### config.mk
export PLATFORM = sky130hd
export DESIGN_NAME = universal_shift_register
export DESIGN_NICKNAME = d
export VERILOG_FILES = /design/src/rtl/universal_shift_register.sv
export SDC_FILE = /design/constraint.sdc
export NUM_CORES = 1
export LEC_CHECK = 0
export ABC_AREA = 1
export BUFFER_PORTS_ARGS = -buffer_cell sky130_fd_sc_hd__buf_2
export CORE_MARGIN = 5
export CORE_UTILIZATION = 51
export DETAILED_ROUTE_END_ITERATION = 8
export HOLD_SLACK_MARGIN = 0.08
export PLACE_DENSITY = 0.82
export SLEW_MARGIN = 20
export SYNTH_ARGS = -nofsm -noshare
export SYNTH_HDL_FRONTEND = slang
export SYNTH_SLANG_ARGS = --single-unit
### constraint.sdc
create_clock -name clock_pos -period 1.75 [get_ports clock_pos]
set_input_delay 0.0875 -clock clock_pos [delete_from_list [all_inputs] [get_ports clock_pos]]
set_output_delay 0.0875 -clock clock_pos [all_outputs]
set_load 0.05 [all_outputs]
### src/rtl/universal_shift_register.sv
// Universal shift register: hold / shift right / shift left / parallel load,
// with a modulo-WIDTH shift counter and a one-cycle pulse on every counter wrap.
module universal_shift_register #(
  parameter int               WIDTH       = 8,
  parameter int               COUNT_WIDTH = 3,
  parameter logic [WIDTH-1:0] RESET_VALUE = '0
) (
  input  logic                   clock_pos,
  input  logic                   reset_neg,
  input  logic [1:0]             mode_select,
  input  logic                   serial_in_msb,
  input  logic                   serial_in_lsb,
  input  logic [WIDTH-1:0]       parallel_in,
  output logic [WIDTH-1:0]       parallel_out,
  output logic                   serial_out_lsb,
  output logic                   serial_out_msb,
  output logic [COUNT_WIDTH-1:0] shift_count,
  output logic                   shift_done
);

  localparam logic [1:0] MODE_HOLD  = 2'b00;
  localparam logic [1:0] MODE_RIGHT = 2'b01;
  localparam logic [1:0] MODE_LEFT  = 2'b10;
  localparam logic [1:0] MODE_LOAD  = 2'b11;

  localparam logic [COUNT_WIDTH-1:0] COUNT_LAST = COUNT_WIDTH'(WIDTH - 1);
  localparam logic [COUNT_WIDTH-1:0] COUNT_ONE  = COUNT_WIDTH'(1);

  logic [WIDTH-1:0]       data_q, data_d;
  logic [COUNT_WIDTH-1:0] count_q, count_d;
  logic                   done_q, done_d;
  logic                   shift_en;
  logic                   count_wrap;

  // Both shift directions share one counter; direction changes never clear it.
  assign shift_en   = (mode_select == MODE_RIGHT) || (mode_select == MODE_LEFT);
  assign count_wrap = (count_q == COUNT_LAST);

  always_comb begin
    data_d  = data_q;
    count_d = count_q;
    done_d  = 1'b0;
    case (mode_select)
      MODE_HOLD:  data_d = data_q;
      MODE_RIGHT: data_d = {serial_in_msb, data_q[WIDTH-1:1]};
      MODE_LEFT:  data_d = {data_q[WIDTH-2:0], serial_in_lsb};
      MODE_LOAD: begin
        data_d  = parallel_in;
        count_d = '0;
      end
      default:    data_d = data_q;
    endcase
    if (shift_en) begin
      count_d = count_wrap ? '0 : count_q + COUNT_ONE;
      done_d  = count_wrap;
    end
  end

  always_ff @(posedge clock_pos or negedge reset_neg) begin
    if (!reset_neg) begin
      data_q  <= RESET_VALUE;
      count_q <= '0;
      done_q  <= 1'b0;
    end else begin
      data_q  <= data_d;
      count_q <= count_d;
      done_q  <= done_d;
    end
  end

  assign parallel_out   = data_q;
  assign serial_out_lsb = data_q[0];
  assign serial_out_msb = data_q[WIDTH-1];
  assign shift_count    = count_q;
  assign shift_done     = done_q;

endmodule

==> metrics.md, run 1 <==
| Metric | Value |
|---|---|
| Routed Antenna Nets | 0 |
| Final wirelength | ~1700 um |
| CORE AREA | 1471 um^2 |
| Worst Skew | slightly below 0.007 ns |
| Worst Path Arrival | 1.31 ns |
| Clock buffer count from CTS | 3 |
| Initial antenna violation count | 0 |
| Dpl hpwl | 1277 um |
| Final setup fails | 0 |
| Total gr overflow | 0 |
| Final Power | 0.9913 mW |
| Clock-pin slew on the worst setup and hold paths | 0.08 ns |
| Diodes inserted | 0 |
| Die Span Y | 49.10 um |
| Placer congestion estimate | roughly 0.81 |
| Worst vdd ir | 0.0005813 V |
| First-pass iteration count of the detailed router | 4 |
| WL per Instance | 11.27 um |
| Crit-path max FO | 4 |
| Avg Vias per Cell | 4.748 |
| Most common cell after layout, fill and taps aside | buf_2 |
| Post-Synthesis Cells | 104 |
| Setup crit end kind | register |
| DRC | 0 |
| Syn_area_per_cell | 7.495 um^2 |
| Max Slew Vio Count | 0 |
| Required time of the critical path | a little under 2 ns |
| CTS tree | done |
| Worst hold margin | 0.1190 ns |
| Area grow syn2layout | 19.58% |
| RSZ-0062 raised after global routing | no |
| Leakage power | 0.5500 nW |
| Most frequent cells in the layout | buf_2, nor2_1, nand2_1 |
| Number of global-route vias before repair | 657 |
| Vias | 698 |
| Critical path class | reg -> reg |
| Maximum capacitance violations | 0 |
| Slew @ Worst Pin | around 0.46 ns |
| Std cell rows | 14 |
| Placed cells | 142 |
| Minimum clock period | 1.131 ns |
| Ys Warns | 0 |
| Hold Path Class | in -> reg |
| Buffer depth of the longest clock path | 2 |
| Sequential cell area fraction in the yosys report | 38.52% |
| Pwr dens | 1063 nW/um^2 |
| Clock Root Buffer | clkbuf_4 |
| Final core utilization | a little under two thirds |
| Initial DRC Count | 10 |
| Skew-Pair Late Insertion Delay | 0.28 ns |
| Pin count of the biggest net entering global routing | 20 |
| Net Count, Synth | 123 |
| Slew HR | roughly 69% |
| Max Freq | 884.2 MHz |
| Global-route wire length before repair | 2849 um |
| Post-Syn Area | 779.5 um^2 |
| Fin crit share | 64.63% |
| Clock Sinks | 12 |
| Fraction of layout cells with a size suffix above 1 | approximately a third |
| Outcome | finished, final reports clean |
| Setup TNS | 0 ns |
| # IOs | 28 |
| Initial Util | between 50% and 60% |
| Tot GR Track Use | 14.99% |
| Die area | between 2000 and 2500 um^2 |
| Setup crit start kind | register |
| H-Tree Depth | 1 |
| Yosys cell types | 12 |
| Buffers on Ports | 27 |
| Final non-filler cell total | 147 |
| Die X | 49.10 um |
| Layout net count | between 150 and 200 |
| Final Hold Viols | 0 |
| CTS resizes | 0 |
| Yosys reg bits | 12 |
| Fillers | 137 |
-- per-layer routing --
metal	track usage [%]	vias up	wire [um]
met1	17.36	312	676
met2	24.68	25	865
met5	0	-	0
met3	4.893	0	113
met4	6.726	0	0
li1	-	361	-
-- through the flow --
step	setup slack (ns)	cell area (um^2)
floorplan	0.4082	779.5
global placement	0.6216	885.9
detailed placement	0.5768	885.9
CTS	0.6133	932.1
global route	0.5107	932.1
finish	0.6190	932.1
-- kinds of logic (layout without fill, tap and decap cells) --
kind of cell               after synthesis  count (layout)  share of synthesized area, %
and+or+nand+nor                         68              68                         39.16
buffers and inverters                   19              46                         14.28
DFF                                     12              12                         38.52
adders and majority gates                5               5                         8.026
-- Yosys cell counts, drive strengths merged --
| library cell | count | area (um^2) |
|---|---|---|
| inv | 14 | 62.56 |
| dfrtp | 12 | 300.3 |
| ha | 5 | 62.56 |
| nor2 | 33 | 143.9 |
| buf | 5 | 48.79 |
| nand3 | 11 | 55.05 |
| nand2 | 24 | 106.4 |
-- worst max-delay path, cell delays in order, from the launching register on --
cell and delay, ns:
dfrtp_1 0.43, ha_1 0.22, ha_1 0.27, nand3_1 0.08, nand2_1 0.05
-- sequential cells by signal, summed over array words and instances (netlist names) --
register and cells:
shift_count 3, parallel_out 8, shift_done 1
-- final cells by class --
type / instances / area, um^2 / area share, %
clock buffer: 4 / 36.28 / 3.893
inverter: 14 / 62.56 / 6.711
multi-input combinational: 73 / 367.9 / 39.46
sequential: 12 / 300.3 / 32.21
tap: 16 / 20.02 / 2.148
timing repair buffer: 28 / 145.1 / 15.57
-- power by group --
group          total (mW)  internal, mW  switching (mW)
Sequential          0.365         0.321          0.0442
Combinational       0.400         0.104           0.296
Clock               0.226         0.127          0.0995
-- path summary, 6_finish.rpt --
| kind | start | to | slack (ns) | cells past startpoint |
|---|---|---|---|---|
| setup / recovery | shift_count[0]$_DFFE_PN0P_ | shift_count[2]$_DFFE_PN0P_ | 0.62 | 4 |
| hold / removal | parallel_in[6] | parallel_out[6]$_DFFE_PN0P_ | 0.12 | 5 |
| setup reg to reg | shift_count[0]$_DFFE_PN0P_ | shift_count[2]$_DFFE_PN0P_ | 0.62 | 4 |
| hold reg to reg | shift_count[1]$_DFFE_PN0P_ | shift_count[1]$_DFFE_PN0P_ | 0.51 | 2 |
| max in group asynchronous | reset_neg | parallel_out[4]$_DFFE_PN0P_ | 1.32 | 2 |
| min in group asynchronous | reset_neg | parallel_out[7]$_DFFE_PN0P_ | 0.21 | 2 |
-- repair_timing --
item                       in CTS  in global routing
buffers inserted                0                  0
hold endpoints to repair       12                  0
setup endpoints to repair       0                  0
hold buffers                    1                  0
No activity file was read; power rests on OpenSTA's default activity.
==> run 2: changes to the inputs <==
--- a/config.mk
+++ b/config.mk
@@ -8,10 +8,10 @@
 export ABC_AREA = 1
 export BUFFER_PORTS_ARGS = -buffer_cell sky130_fd_sc_hd__buf_2
 export CORE_MARGIN = 5
-export CORE_UTILIZATION = 51
+export CORE_UTILIZATION = 43
 export DETAILED_ROUTE_END_ITERATION = 8
 export HOLD_SLACK_MARGIN = 0.08
-export PLACE_DENSITY = 0.82
+export PLACE_DENSITY = 0.73
 export SLEW_MARGIN = 20
 export SYNTH_ARGS = -nofsm -noshare
 export SYNTH_HDL_FRONTEND = slang
==> constraint.sdc (replaced) <==
create_clock -name clock_pos -period 1 [get_ports clock_pos]
set_input_delay 0.05 -clock clock_pos [delete_from_list [all_inputs] [get_ports clock_pos]]
set_output_delay 0.05 -clock clock_pos [all_outputs]
set_load 0.05 [all_outputs]
==> run 2 against run 1 <==
The flow now finishes with violations (setup timing); critical path depth down 2; largest power group unchanged; register-to-register slack lost 0.64 ns; sequential cell count is the same; power increased by 81%.
==> metrics.md, run 2 (synthesis results as in run 1) <==
| Metric | Value |
|---|---|
| Outcome | finished with violations (was finished, final reports clean) |
| Failing checks | setup timing |
| Tot GR Track Use | 13.75% (was 14.99%) |
| Clock Root Buffer | clkbuf_4 (unchanged) |
| Worst vdd ir | 0.0009447 V (was 0.0005813 V) |
| Part of the power in registers | 36.8% (about the same) |
| Slew @ Worst Pin | 0.4145 ns (was 0.4601 ns) |
| Final Hold Viols | 0 (unchanged) |
| Setup crit start | shift_count[1]$_DFFE_PN0P_ (was shift_count[0]$_DFFE_PN0P_) |
| Hold path startpoint | parallel_in[7] (was parallel_in[6]) |
| R2R Path Start | shift_count[0]$_DFFE_PN0P_ (unchanged) |
| Die area | 2764 um^2 (was 2410 um^2) |
| First-pass iteration count of the detailed router | 4 (unchanged) |
| Pin count of the biggest net entering global routing | 16 (was 20) |
| Setup TNS | -0.08191 ns (was 0 ns) |
| Layout net count | 158 (was 151) |
| Buffer depth of the longest clock path | 2 (unchanged) |
| Pwr dens | 1658 nW/um^2 (was 1063 nW/um^2) |
| Maximum capacitance violations | 0 (unchanged) |
| Setup crit end kind | output pin (was register) |
| Std cell rows | 15 (was 14) |
| DP Worst Slack | -0.05361 ns (was 0.5768 ns) |
| RSZ-0062 raised after global routing | yes (was no) |
| Die Span Y | 52.58 um (was 49.10 um) |
| Number of setup buffers added after CTS | 0 (unchanged) |
| WL per Instance | 10.41 um (was 11.27 um) |
| Final setup fails | 4 (was 0) |
| Most common cell after layout, fill and taps aside | nor2_1 (was buf_2) |
| Initial antenna violation count | 0 (unchanged) |
| Max Freq | approximately 970 MHz |
| Initial Util | 45.14% (was 52.98%) |
| CORE AREA | 1727 um^2 (was 1471 um^2) |
| Fraction of layout cells with a size suffix above 1 | 45.26% (was 32.82%) |
| Placed cells | 158 (was 142) |
| Sw frac | 43.41% (was 44.40%) |
| Dpl hpwl | 1316 um (was 1277 um) |
| Final non-filler cell total | 162 (was 147) |
| Critical path class | reg -> out (was reg -> reg) |
| Final Power | 1.790 mW (was 0.9913 mW) |
| Largest register FFs | 8 (unchanged) |
| Setup crit start kind | register (unchanged) |
| Placer congestion estimate | 0.7809 (was 0.8134) |
| Area grow syn2layout | 38.52% (was 19.58%) |
| Pint | 1.013 mW (was 0.5512 mW) |
| Required time of the critical path | 0.95 ns (was 1.93 ns) |
| Crit-path max FO | 2 (was 4) |
| Worst Skew | 0.001770 ns (was 0.006822 ns) |
| Avg Vias per Cell | 4.494 (was 4.748) |
| Combinational power share | 47.0% (was 40.4%) |
| Total gr overflow | 0 (unchanged) |
| Fin crit share | 102.7% |
| Sw power | 0.7772 mW (was 0.4401 mW) |
| Final wirelength | 1687 um (was 1656 um) |
| # IOs | 28 (unchanged) |
| Slew HR | 72.36% (was 69.33%) |
| Worst Path Arrival | 0.98 ns (was 1.31 ns) |
| DRC | 0 (unchanged) |
| Clock-pin slew on the worst setup and hold paths | 0.07 ns (was 0.08 ns) |
| Diodes inserted | 0 (unchanged) |
| Design area | 1080 um^2 (was 932.1 um^2) |
| CTS tree | done (unchanged) |
| H-Tree Depth | 1 (unchanged) |
| Max Slew Vio Count | 0 (unchanged) |
| Routed Antenna Nets | 0 (unchanged) |
| Global-route wire length before repair | 2787 um (was 2849 um) |
| Skew-Pair Late Insertion Delay | 0.26 ns (was 0.28 ns) |
| Clock Sinks | 12 (unchanged) |
| Clock buffer count from CTS | 3 (unchanged) |
| Leakage power | 0.5780 nW (was 0.5500 nW) |
| Initial DRC Count | 11 (was 10) |
| Hold Path Class | in -> reg (unchanged) |
| Most frequent cells in the layout | nor2_1, nand2_1, buf_2 (was buf_2, nor2_1, nand2_1) |
| Final worst-path setup slack | -0.02673 ns (was 0.6190 ns) |
| Power share of the clock group | 16.2% (was 22.8%) |
| Die X | 52.58 um (was 49.10 um) |
| Buffers on Ports | 27 (unchanged) |
| Area after DPL | 999.7 um^2 (was 885.9 um^2) |
| Vias | 728 (was 698) |
| Minimum clock period | slightly above 1 ns |
| Number of global-route vias before repair | 688 (was 657) |
==> run 2: cell count changes in the layout (fill, tap and decap cells not counted) <==
cell and change:
buf_12 +1, buf_2 -12, buf_4 +11, buf_6 +2, buf_8 +1, clkbuf_4 +4
clkbuf_8 -1, dfrtp_1 -10, dfrtp_2 +10, ha_1 -2, ha_4 +2, nor2_1 -1
nor2_2 +1
==> run 2: routing by layer <==
metal / vias to the layer above / global-route usage, % / wire length [um]
li1: 377 / - / -
met1: 324 / 16.02 / 712
met2: 23 / 23.76 / 854
met3: 4 / 2.849 / 92
met4: 0 / 6.383 / 27
met5: - / 0 / 0
==> run 2: worst max-delay path: stages (launching register included) <==
cell	delay, ns
dfrtp_2	0.43
buf_4	0.14
buf_6	0.14
==> run 2: final cells by class <==
cell class                 count  area [um^2]
fill                         169        646.9
multi-input combinational     73        395.4
sequential                    12        312.8
timing repair buffer          35        255.2
inverter                      14        62.56
tap                           25        31.28
clock buffer                   3        22.52
==> run 2: timing repair <==
action	4_1_cts	5_1_grt
hold buffers	1	0
endpoints found under the setup margin	4	13
hold endpoints to repair	12	0
gates resized for setup	6	17
==> run 2: worst paths after layout <==
| check | cells past startpoint | endpoint | slack, ns |
|---|---|---|---|
| max reg2reg | 5 | shift_count[0]$_DFFE_PN0P_ | -0.02 |
| max in group asynchronous | 2 | shift_count[0]$_DFFE_PN0P_ | 0.57 |
| min | 5 | parallel_out[7]$_DFFE_PN0P_ | 0.10 |
| min in group asynchronous | 2 | parallel_out[6]$_DFFE_PN0P_ | 0.19 |
| max | 2 | shift_count[1] | -0.03 |
| min reg2reg | 2 | shift_count[2]$_DFFE_PN0P_ | 0.54 |
==> run 2: stage by stage <==
| stage | hold WS (ns) | util [%] |
|---|---|---|
| finish | 0.1034 | 62.54 |
| CTS | 0.1027 | 60.94 |
| global route | 0.1021 | 62.54 |
| global placement | -0.05083 | 57.90 |
| detailed placement | -0.04986 | 57.90 |
| floorplan | -0.2456 | - |
==> run 2: power groups by stage <==
stage	sequential (mW)	clock, mW	combinational (mW)
floorplan	0.934	0	0.302
global placement	0.659	0	0.760
detailed placement	0.664	0	0.773
CTS	0.655	0.300	0.813
global route	0.672	0.339	0.907
finish	0.659	0.289	0.842
